[config.mk]
export PLATFORM = sky130hd
export DESIGN_NAME = sal_bank_req_router
export DESIGN_NICKNAME = d
export VERILOG_FILES = /design/src/rtl/sal_bank_req_router.sv
export SDC_FILE = /design/constraint.sdc
export NUM_CORES = 1
export LEC_CHECK = 0
export BUFFER_PORTS_ARGS = -buffer_cell sky130_fd_sc_hd__buf_2
export CAP_MARGIN = 20
export CORE_UTILIZATION = 57
export DETAILED_ROUTE_END_ITERATION = 8
export PLACE_DENSITY_LB_ADDON = 0.15
export SLEW_MARGIN = 10
export SYNTH_ARGS = -nofsm -noshare
export SYNTH_HDL_FRONTEND = slang
export SYNTH_SLANG_ARGS = --single-unit
export TNS_END_PERCENT = 10
[constraint.sdc]
create_clock -name clk -period 2.63 [get_ports clk]
set_clock_uncertainty 0.15 [all_clocks]
set_input_delay 0.3945 -clock clk [delete_from_list [all_inputs] [get_ports clk]]
set_output_delay 0.3945 -clock clk [all_outputs]
set_load 0.05 [all_outputs]
[src/rtl/sal_bank_req_router.sv]
// sal_bank_req_router: decodes each incoming request address into
// bank/row/column fields and queues it in the FIFO of its target bank.
// Each bank drains independently through its own valid/ready handshake.
module sal_bank_req_router #(
   parameter int unsigned BK_CNT   = 4,
   parameter int unsigned DEPTH    = 2,
   parameter int unsigned ADDR_W   = 32,
   parameter int unsigned ID_W     = 4,
   parameter int unsigned LEN_W    = 4,
   parameter int unsigned OFS_W    = 3,
   parameter int unsigned CA_W     = 10,
   parameter int unsigned RA_W     = 14,
   parameter int unsigned MAP_MODE = 0
) (
   input  logic                                   clk,
   input  logic                                   rst,
   input  logic                                   a_valid,
   output logic                                   a_ready,
   input  logic [ID_W-1:0]                        a_id,
   input  logic [ADDR_W-1:0]                      a_addr,
   input  logic [LEN_W-1:0]                       a_len,
   input  logic                                   a_wr,
   output logic [BK_CNT-1:0]                      bk_valid,
   input  logic [BK_CNT-1:0]                      bk_ready,
   output logic [BK_CNT*ID_W-1:0]                 bk_id,
   output logic [BK_CNT*RA_W-1:0]                 bk_ra,
   output logic [BK_CNT*CA_W-1:0]                 bk_ca,
   output logic [BK_CNT*LEN_W-1:0]                bk_len,
   output logic [BK_CNT-1:0]                      bk_wr,
   output logic [BK_CNT*$clog2(DEPTH+1)-1:0]      bk_level
);

   localparam int unsigned BA_W  = $clog2(BK_CNT);
   localparam int unsigned PTR_W = $clog2(DEPTH);
   localparam int unsigned LVL_W = $clog2(DEPTH+1);
   localparam int unsigned ENT_W = ID_W + RA_W + CA_W + LEN_W + 1;
   localparam int unsigned TOP   = OFS_W + CA_W + BA_W + RA_W;

   logic [ENT_W-1:0] mem_q [BK_CNT][DEPTH];
   logic [ENT_W-1:0] mem_d [BK_CNT][DEPTH];
   logic [PTR_W-1:0] wp_q  [BK_CNT];
   logic [PTR_W-1:0] wp_d  [BK_CNT];
   logic [PTR_W-1:0] rp_q  [BK_CNT];
   logic [PTR_W-1:0] rp_d  [BK_CNT];
   logic [LVL_W-1:0] lvl_q [BK_CNT];
   logic [LVL_W-1:0] lvl_d [BK_CNT];

   logic [CA_W-1:0]  ca;
   logic [BA_W-1:0]  raw_ba;
   logic [RA_W-1:0]  ra;
   logic [BA_W-1:0]  ba;
   logic             push_en;
   logic [BK_CNT-1:0] push;
   logic [BK_CNT-1:0] pop;

   // address bits outside the mapped fields carry no meaning here
   logic unused_addr;
   assign unused_addr = ^{a_addr[ADDR_W-1:TOP], a_addr[OFS_W-1:0]};

   // address decode, bank selection and admission (full is judged on the
   // pre-edge level so a pop never frees space for a same-cycle push)
   always_comb begin
      ca     = a_addr[OFS_W +: CA_W];
      raw_ba = a_addr[OFS_W+CA_W +: BA_W];
      ra     = a_addr[OFS_W+CA_W+BA_W +: RA_W];
      if (MAP_MODE == 1) ba = raw_ba ^ ra[BA_W-1:0];
      else               ba = raw_ba;
      a_ready = (lvl_q[ba] != LVL_W'(DEPTH));
      push_en = a_valid && a_ready;
   end

   // per-bank FIFO next state: push into the decoded bank, pop on handshake
   always_comb begin
      mem_d = mem_q;
      wp_d  = wp_q;
      rp_d  = rp_q;
      lvl_d = lvl_q;
      push  = '0;
      pop   = '0;
      for (int unsigned i = 0; i < BK_CNT; i++) begin
         push[i] = push_en && (ba == BA_W'(i));
         pop[i]  = (lvl_q[i] != '0) && bk_ready[i];
         if (push[i]) begin
            mem_d[i][wp_q[i]] = {a_id, ra, ca, a_len, a_wr};
            wp_d[i] = wp_q[i] + 1'b1;
         end
         if (pop[i]) rp_d[i] = rp_q[i] + 1'b1;
         case ({push[i], pop[i]})
            2'b10:   lvl_d[i] = lvl_q[i] + 1'b1;
            2'b01:   lvl_d[i] = lvl_q[i] - 1'b1;
            default: lvl_d[i] = lvl_q[i];
         endcase
      end
   end

   // state registers; reset wipes storage so outputs read as zero
   always_ff @(posedge clk) begin
      if (rst) begin
         mem_q <= '{default: '0};
         wp_q  <= '{default: '0};
         rp_q  <= '{default: '0};
         lvl_q <= '{default: '0};
      end else begin
         mem_q <= mem_d;
         wp_q  <= wp_d;
         rp_q  <= rp_d;
         lvl_q <= lvl_d;
      end
   end

   // present each bank's head entry and occupancy
   always_comb begin
      bk_valid = '0;
      bk_id    = '0;
      bk_ra    = '0;
      bk_ca    = '0;
      bk_len   = '0;
      bk_wr    = '0;
      bk_level = '0;
      for (int unsigned i = 0; i < BK_CNT; i++) begin
         bk_valid[i] = (lvl_q[i] != '0);
         {bk_id[i*ID_W +: ID_W], bk_ra[i*RA_W +: RA_W], bk_ca[i*CA_W +: CA_W],
          bk_len[i*LEN_W +: LEN_W], bk_wr[i]} = mem_q[i][rp_q[i]];
         bk_level[i*LVL_W +: LVL_W] = lvl_q[i];
      end
   end

endmodule

==> results of run 1 <==
power groups by stage:
| stage | registers, mW | logic (mW) | clock network [mW] |
|---|---|---|---|
| 3_3_place_gp | 4.57 | 1.67 | 0 |
| 2_1_floorplan | 4.61 | 1.27 | 0 |
| 6_report | 4.49 | 1.68 | 4.36 |
| 5_1_grt | 4.51 | 1.77 | 4.64 |
| 4_1_cts | 4.49 | 1.69 | 4.44 |
| 3_5_place_dp | 4.58 | 1.68 | 0 |
logic make-up (layout without fill, tap and decap cells):
group,Yosys count,in the layout,synth area share (%)
adders and majority gates,4,4,0.393
xor gates and xnor gates,12,12,0.825
AOI/OAI and AO/OA,18,18,0.854
buffers and inverters,114,267,4.41
DFF,280,280,44.0
muxes,398,398,32.7
and+or+nand+nor,340,340,16.8
routing by layer:
layer | vias to the layer above | share of wire [%] | GRT usage (%)
met5 | - | 0 | 0
met4 | 0 | 2.1 | 6.14
met3 | 41 | 4.5 | 4.22
met2 | 149 | 49 | 42.5
met1 | 4064 | 45 | 31.0
li1 | 4184 | - | -
registers in the layout, summed over array words and instances, names as in the netlist:
signal	count
bk_level	8
rp_q	4
wp_q	4
mem_q	264
worst max-delay path by stage:
stage,startpoint,to,depth (start not counted)
after detailed placement,a_addr[14],bk_level[1],6
after CTS,rp_q[2],bk_ca[14],3
after floorplan,bk_level[0],bk_level[1],5
after global routing,rp_q[2],bk_ca[14],3
final,rp_q[2],bk_ca[14],3
after global placement,a_addr[14],bk_level[1],6
timing repair:
| action | 4_1_cts | 5_1_grt |
|---|---|---|
| resized for setup | 0 | 1 |
| endpoints found under the setup margin | 0 | 6 |
| hold buffers | 0 | 0 |
final cells by class:
class                   instances  area (um^2)  area share [%]
repair buffers                213         1260            8.52
well taps                     280          350            2.36
flip-flops and latches        280         5610            37.8
clock buffers                  46          890            5.99
inverters                       1         3.75          0.0253
clock inverters                 7          141           0.953
multi-input cells             772         6580            44.3
worst max-delay path, stage by stage (launching register included):
cell and delay, ns:
dfxtp_4 0.51, buf_4 0.25, mux2_2 0.38, buf_2 0.22
cell usage in the layout, fill, tap and decap left out, drive strengths merged:
master / netlist / routed
mux4: 1 / 1
buf: 75 / 213
nand2b: 302 / 302
and4b: 1 / 1
clkbuf: 38 / 46
or4: 2 / 2
and2b: 1 / 1
nand3: 2 / 2
clkinvlp: 0 / 1
mux2i: 264 / 264
a31o: 1 / 1
mux2: 133 / 133
o21a: 4 / 4
o21ai: 4 / 4
nand4: 3 / 3
dfxtp: 280 / 280
a21oi: 7 / 7
bufinv: 0 / 4
xnor2: 8 / 8
and2: 2 / 2
nand2: 2 / 2
nor4: 1 / 1
nor2: 9 / 9
xor2: 4 / 4
nor2b: 3 / 3
o31ai: 2 / 2
clkinv: 0 / 1
nand4b: 2 / 2
ha: 4 / 4
inv: 1 / 2
or3: 6 / 6
or2: 4 / 4
==> impl_metrics.toml, run 1 <==
[yosys]
ys_top_cells_by_count = "nand2b_1 (301), dfxtp_1 (280), mux2i_1 (264)"
synth_nets = 1218
synth_area_um2 = 12700
synth-edff-count = 0
yosysMostFrequentCell = "nand2b_1"
yosys.area.top_type = "dfxtp_1"
synth.area.top_cells = "dfxtp_1 (44%), mux2i_1 (21%), nand2b_1 (15%), mux2_2 (12%), buf_1 (1.2%)"
postSynthAreaPerCell_um2 = 10.9
synth_ff_type = "dfxtp_1"
ys_ff_latch = 280
yosysSeqAreaShare_pct = 44.0
synth_cells = 1166
ys.warnings.count = 0
async_flop_share_pct = 0
yosysTopAreaCellShare_pct = 44.0
ys_types = 36

[job]
drv_cap = 0

[detailed_routing]
dr_total_vias = 8438
wl_per_cell_um = 17.7
drcViolationCount = 0
drt_iter0_drc = 285
vias_per_cell = 5.28
drt.antenna.violating_nets = 0
wl_mm = 28.3
dr.pass1.iters = 4

[timing]
worst-slew-pin-transition_ns = 0.756
min_period_over_period_pct = 92.9
fin_hold_ws_ns = 0.139
final-hold-violation-count = 0
max_clock_freq_mhz = 409
grt_setup_unrepaired = "false"
setup_viol = 0
setup_tns_ns = 0
slew_viol_final = 0
fin_crit_ns = 2.44
fin_ws_ns = 0.186
relSlewSlack_pct = 49.6

[clock_tree]
clock-sinks = 280
cts_tree = "done"
post_cts_buffers = 0
clk-insertion-delay-late_ns = 0.53
clk_pin_slew_ns = 0.06
numCtsBuffers = 29
clockBufferDepth = 3
ctsRootBufferMaster = "clkbuf_16"
h-tree-depth = 1

[run_status]
status = "completed"

[worst_hold_path]
hold_path_class = "input port to register"
hold_end = "rp_q[1]"
worstHoldPathCells = 4
holdCritStartpoint = "bk_ready[2]"

[worst_setup_path]
end_kind = "output pin"
worstPathMaxFanout = 14
reg2regPathDepth = 5
rr_startpoint = "bk_level[0]"
ff2ff_setup_slack_ns = 0.62
r2r-end = "bk_level[1]"
required_ns = 2.09
startpoint_type = "register"
path_class = "register to output pin"
cp_data_arrival_time_ns = 1.90

[global_route]
grt-ovfl-total = 0
grt_usage_pct = 24.3
grt_pass1_wl_mm = 43.8
antenna_found_initial = 0
grt_pass1_vias = 8460
grt_max_degree = 49

[pwr]
power_density_nw_per_um2 = 710
seqPwrFrac_pct = 42.6
p_total_mw = 10.5
internal_power_mw = 7.69
leakage_nw = 7.48
switching_share_pct = 27.0
pwr-share-comb_pct = 16.0
pwr-share-clk_pct = 41.4
p_switching_mw = 2.85
ir_drop_uv = 451

[cells_and_area]
layout.nets = 1349
fin_cells = 1599
post-route-util_pct = 67.8
diodes = 0
final_area_um2 = 14800
layout-drive-gt1-share_pct = 31.1
fillers = 1720
syn2layout_area_growth_pct = 16.5

[floorplanning]
rows = 54
core-area_um2 = 21900
die_w_um = 152
dieHeight_um = 152
die_area_um2 = 23000
initial_core_util_pct = 58.2
io_pins = 193

[placed_design]
hpwl_mm = 18.3
place_area_um2 = 13800
portBuffers = 186
placed_cells = 1546
gp_congestion = 0.748
pre_cts_slack_ns = 0.479
Power figures use the tool's default switching activity.
==> run 2, diff against run 1 <==
--- a/config.mk
+++ b/config.mk
@@ -5,9 +5,10 @@
 export SDC_FILE = /design/constraint.sdc
 export NUM_CORES = 1
 export LEC_CHECK = 0
+export ABC_AREA = 1
 export BUFFER_PORTS_ARGS = -buffer_cell sky130_fd_sc_hd__buf_2
 export CAP_MARGIN = 20
-export CORE_UTILIZATION = 57
+export CORE_UTILIZATION = 58
 export DETAILED_ROUTE_END_ITERATION = 8
 export PLACE_DENSITY_LB_ADDON = 0.15
 export SLEW_MARGIN = 10
==> run 2 against run 1 <==
Against the previous run:
- critical path depth up 1
- largest cell class unchanged
- first-iteration DRC count grew to 3.4 times the previous value
- non-clock buffer count decreased by 6
- count of clock-buffer cells in the layout down 1
- critical path type unchanged
- total power is 2.0% lower
- global-route usage grew 4.8 points
- critical endpoint is now bk_ra[25]
- die area rose by 1.9%
==> impl_metrics.toml, run 2 <==
[run_status]
status = "completed"

[cells_and_area]
final_common_cell = "nand2_1"
layout.nets = 2260
final_area_um2 = 14900
layout-drive-gt1-share_pct = 11.9
final_cell_mix = "nand2_1 (685), nor2_1 (530), inv_1 (281), dfxtp_1 (276), buf_2 (186)"
top_register = "mem_q"
largest_reg_flops = 264
fillers = 1977
syn2layout_area_growth_pct = 12.6
fin_cells = 2510

[yosys]
yosys.area.top_type = "dfxtp_1"
synth_ff_type = "dfxtp_1"
ys_types = 21
ys_top_cells_by_count = "nand2_1 (685), nor2_1 (530), inv_1 (281)"
synth.area.top_cells = "dfxtp_1 (42%), nand2_1 (19%), nor2_1 (15%), inv_1 (8.0%), o21ai_0 (5.6%)"
postSynthAreaPerCell_um2 = 6.24
yosysTopAreaCellShare_pct = 42.4
synth_nets = 2171
async_flop_share_pct = 0
yosysMostFrequentCell = "nand2_1"
synth-edff-count = 0
yosysSeqAreaShare_pct = 42.4
synth_cells = 2119
synth_area_um2 = 13200
ys_ff_latch = 280
ys.warnings.count = 0

[timing]
worst-slew-pin-transition_ns = 0.545
fin_hold_ws_ns = 0.0290
setup_tns_ns = 0
grt_setup_unrepaired = "false"
relSlewSlack_pct = 63.6
min_period_over_period_pct = 95.6
setup_viol = 0
max_clock_freq_mhz = 398
final-hold-violation-count = 0
slew_viol_final = 0
fin_crit_ns = 2.51

[floorplanning]
core-area_um2 = 22100
rows = 54
io_pins = 193
dieHeight_um = 153
die_w_um = 153
die_area_um2 = 23400
initial_core_util_pct = 59.8

[detailed_routing]
drt_iter0_drc = 981
vias_per_cell = 4.83
dr_total_vias = 12118
dr.pass1.iters = 8
wl_per_cell_um = 13.6
wl_mm = 34.2
drt.antenna.violating_nets = 0
drcViolationCount = 0

[global_route]
grt_pass1_wl_mm = 54.1
antenna_found_initial = 2
top_usage_layer = "met2"
grt_max_degree = 94
use_met2_pct = 46.9
gr-usage-met1_pct = 40.3
use_met3_pct = 4.14
grt-ovfl-total = 0
grt_usage_pct = 29.1
grt_pass1_vias = 10279

[pwr]
pwr-share-comb_pct = 16.9
switching_share_pct = 30.3
power_density_nw_per_um2 = 694
pwr-share-clk_pct = 39.3
internal_power_mw = 7.20
ir_drop_uv = 565
leakage_nw = 8.25
p_switching_mw = 3.13
seqPwrFrac_pct = 43.8
p_total_mw = 10.3

[clock_tree]
numCtsBuffers = 30
clk-insertion-delay-late_ns = 0.55
clock-sinks = 280
clockBufferDepth = 3
clk_pin_slew_ns = 0.06
ctsRootBufferMaster = "clkbuf_16"
h-tree-depth = 1
cts_tree = "done"
post_cts_buffers = 0

[placed_design]
placed_cells = 2455
hpwl_mm = 21.1
portBuffers = 186
place_area_um2 = 13900
gp_congestion = 0.847

[job]
drv_cap = 0

[worst_setup_path]
path_delay_family = "buffers and inverters"
cp_data_arrival_time_ns = 1.97
required_ns = 2.09
max_stage_delay_ns = 0.60
path_class = "register to output pin"
startpoint_type = "register"
worstPathCellList = "buf_12, nand2_1, o21ai_0, buf_2"
end_kind = "output pin"
worstPathMaxFanout = 46
slowest_stage = "dfxtp_2"
cp.buffers_inverters = 2

[worst_hold_path]
hold_path_class = "input port to register"
run 2: layout make-up:
class	instances	area [um^2]	share of cell area [%]
Timing Repair Buffer	207	1270	8.50
Clock buffer	45	878	5.90
Clock inverter	8	65.1	0.437
Inverter	284	1070	7.21
Tap cell	280	350	2.35
Antenna cell	1	2.50	0.0168
Sequential cell	280	5610	37.7
Multi-Input combinational cell	1405	5640	37.9
run 2: final timing paths:
| check | startpoint | endpoint | slack, ns | cells past startpoint |
|---|---|---|---|---|
| max reg2reg | bk_level[4] | bk_level[7] | 0.56 | 10 |
| min reg2reg | wp_q[2] | wp_q[2] | 0.34 | 2 |
| max | rp_q[2] | bk_ra[25] | 0.12 | 4 |
| min | bk_ready[2] | rp_q[1] | 0.03 | 4 |
run 2: cells by family (layout without fill, tap and decap cells):
logic type               Yosys count  count (layout)  synth area share [%]
other                              0               1                     0
flip-flops                       280             280                  42.4
buffers and inverters            434             544                  14.9
AND/OR/NAND/NOR                 1233            1233                  35.9
adder cells (fa/ha/maj)            4               4                 0.379
AO/OA/AOI/OAI                    168             168                  6.36
run 2: power groups by stage:
stage,clock [mW],combinational (mW),sequential (mW)
after floorplan,0,1.31,4.62
after CTS,4.11,1.75,4.52
after global routing,4.29,1.90,4.54
final,4.06,1.75,4.52
after global placement,0,1.71,4.61
after detailed placement,0,1.74,4.61
run 2: routing by layer:
layer	wire length, um	up-vias
met1	15800	5340
met3	2050	56
li1	-	6347
met5	13	-
met4	1180	2
met2	15100	373
run 2: per-stage QoR:
step	utilization, %	setup slack [ns]
finish	67.4	0.116
global route	67.4	0.0366
CTS	67.4	0.126
detailed placement	63.1	0.298
global placement	63.1	0.339
floorplan	-	0.324
run 2: what timing repair did:
| item | in CTS | in global routing |
|---|---|---|
| setup endpoints to repair | 1 | 0 |
| hold endpoints to repair | 4 | 0 |
| gates resized for setup | 1 | 0 |
| hold buffers | 1 | 0 |
run 2: worst reg2reg max path, stage by stage, from the launching register on:
cell and delay (ns):
dfxtp_1 0.41, nand3_1 0.10, nand2_1 0.09, nor2_2 0.06, nand2_4 0.20, nand3_1 0.18, ha_1 0.34, a21oi_1 0.11
o21ai_0 0.10, o21ai_0 0.16, a21oi_1 0.06
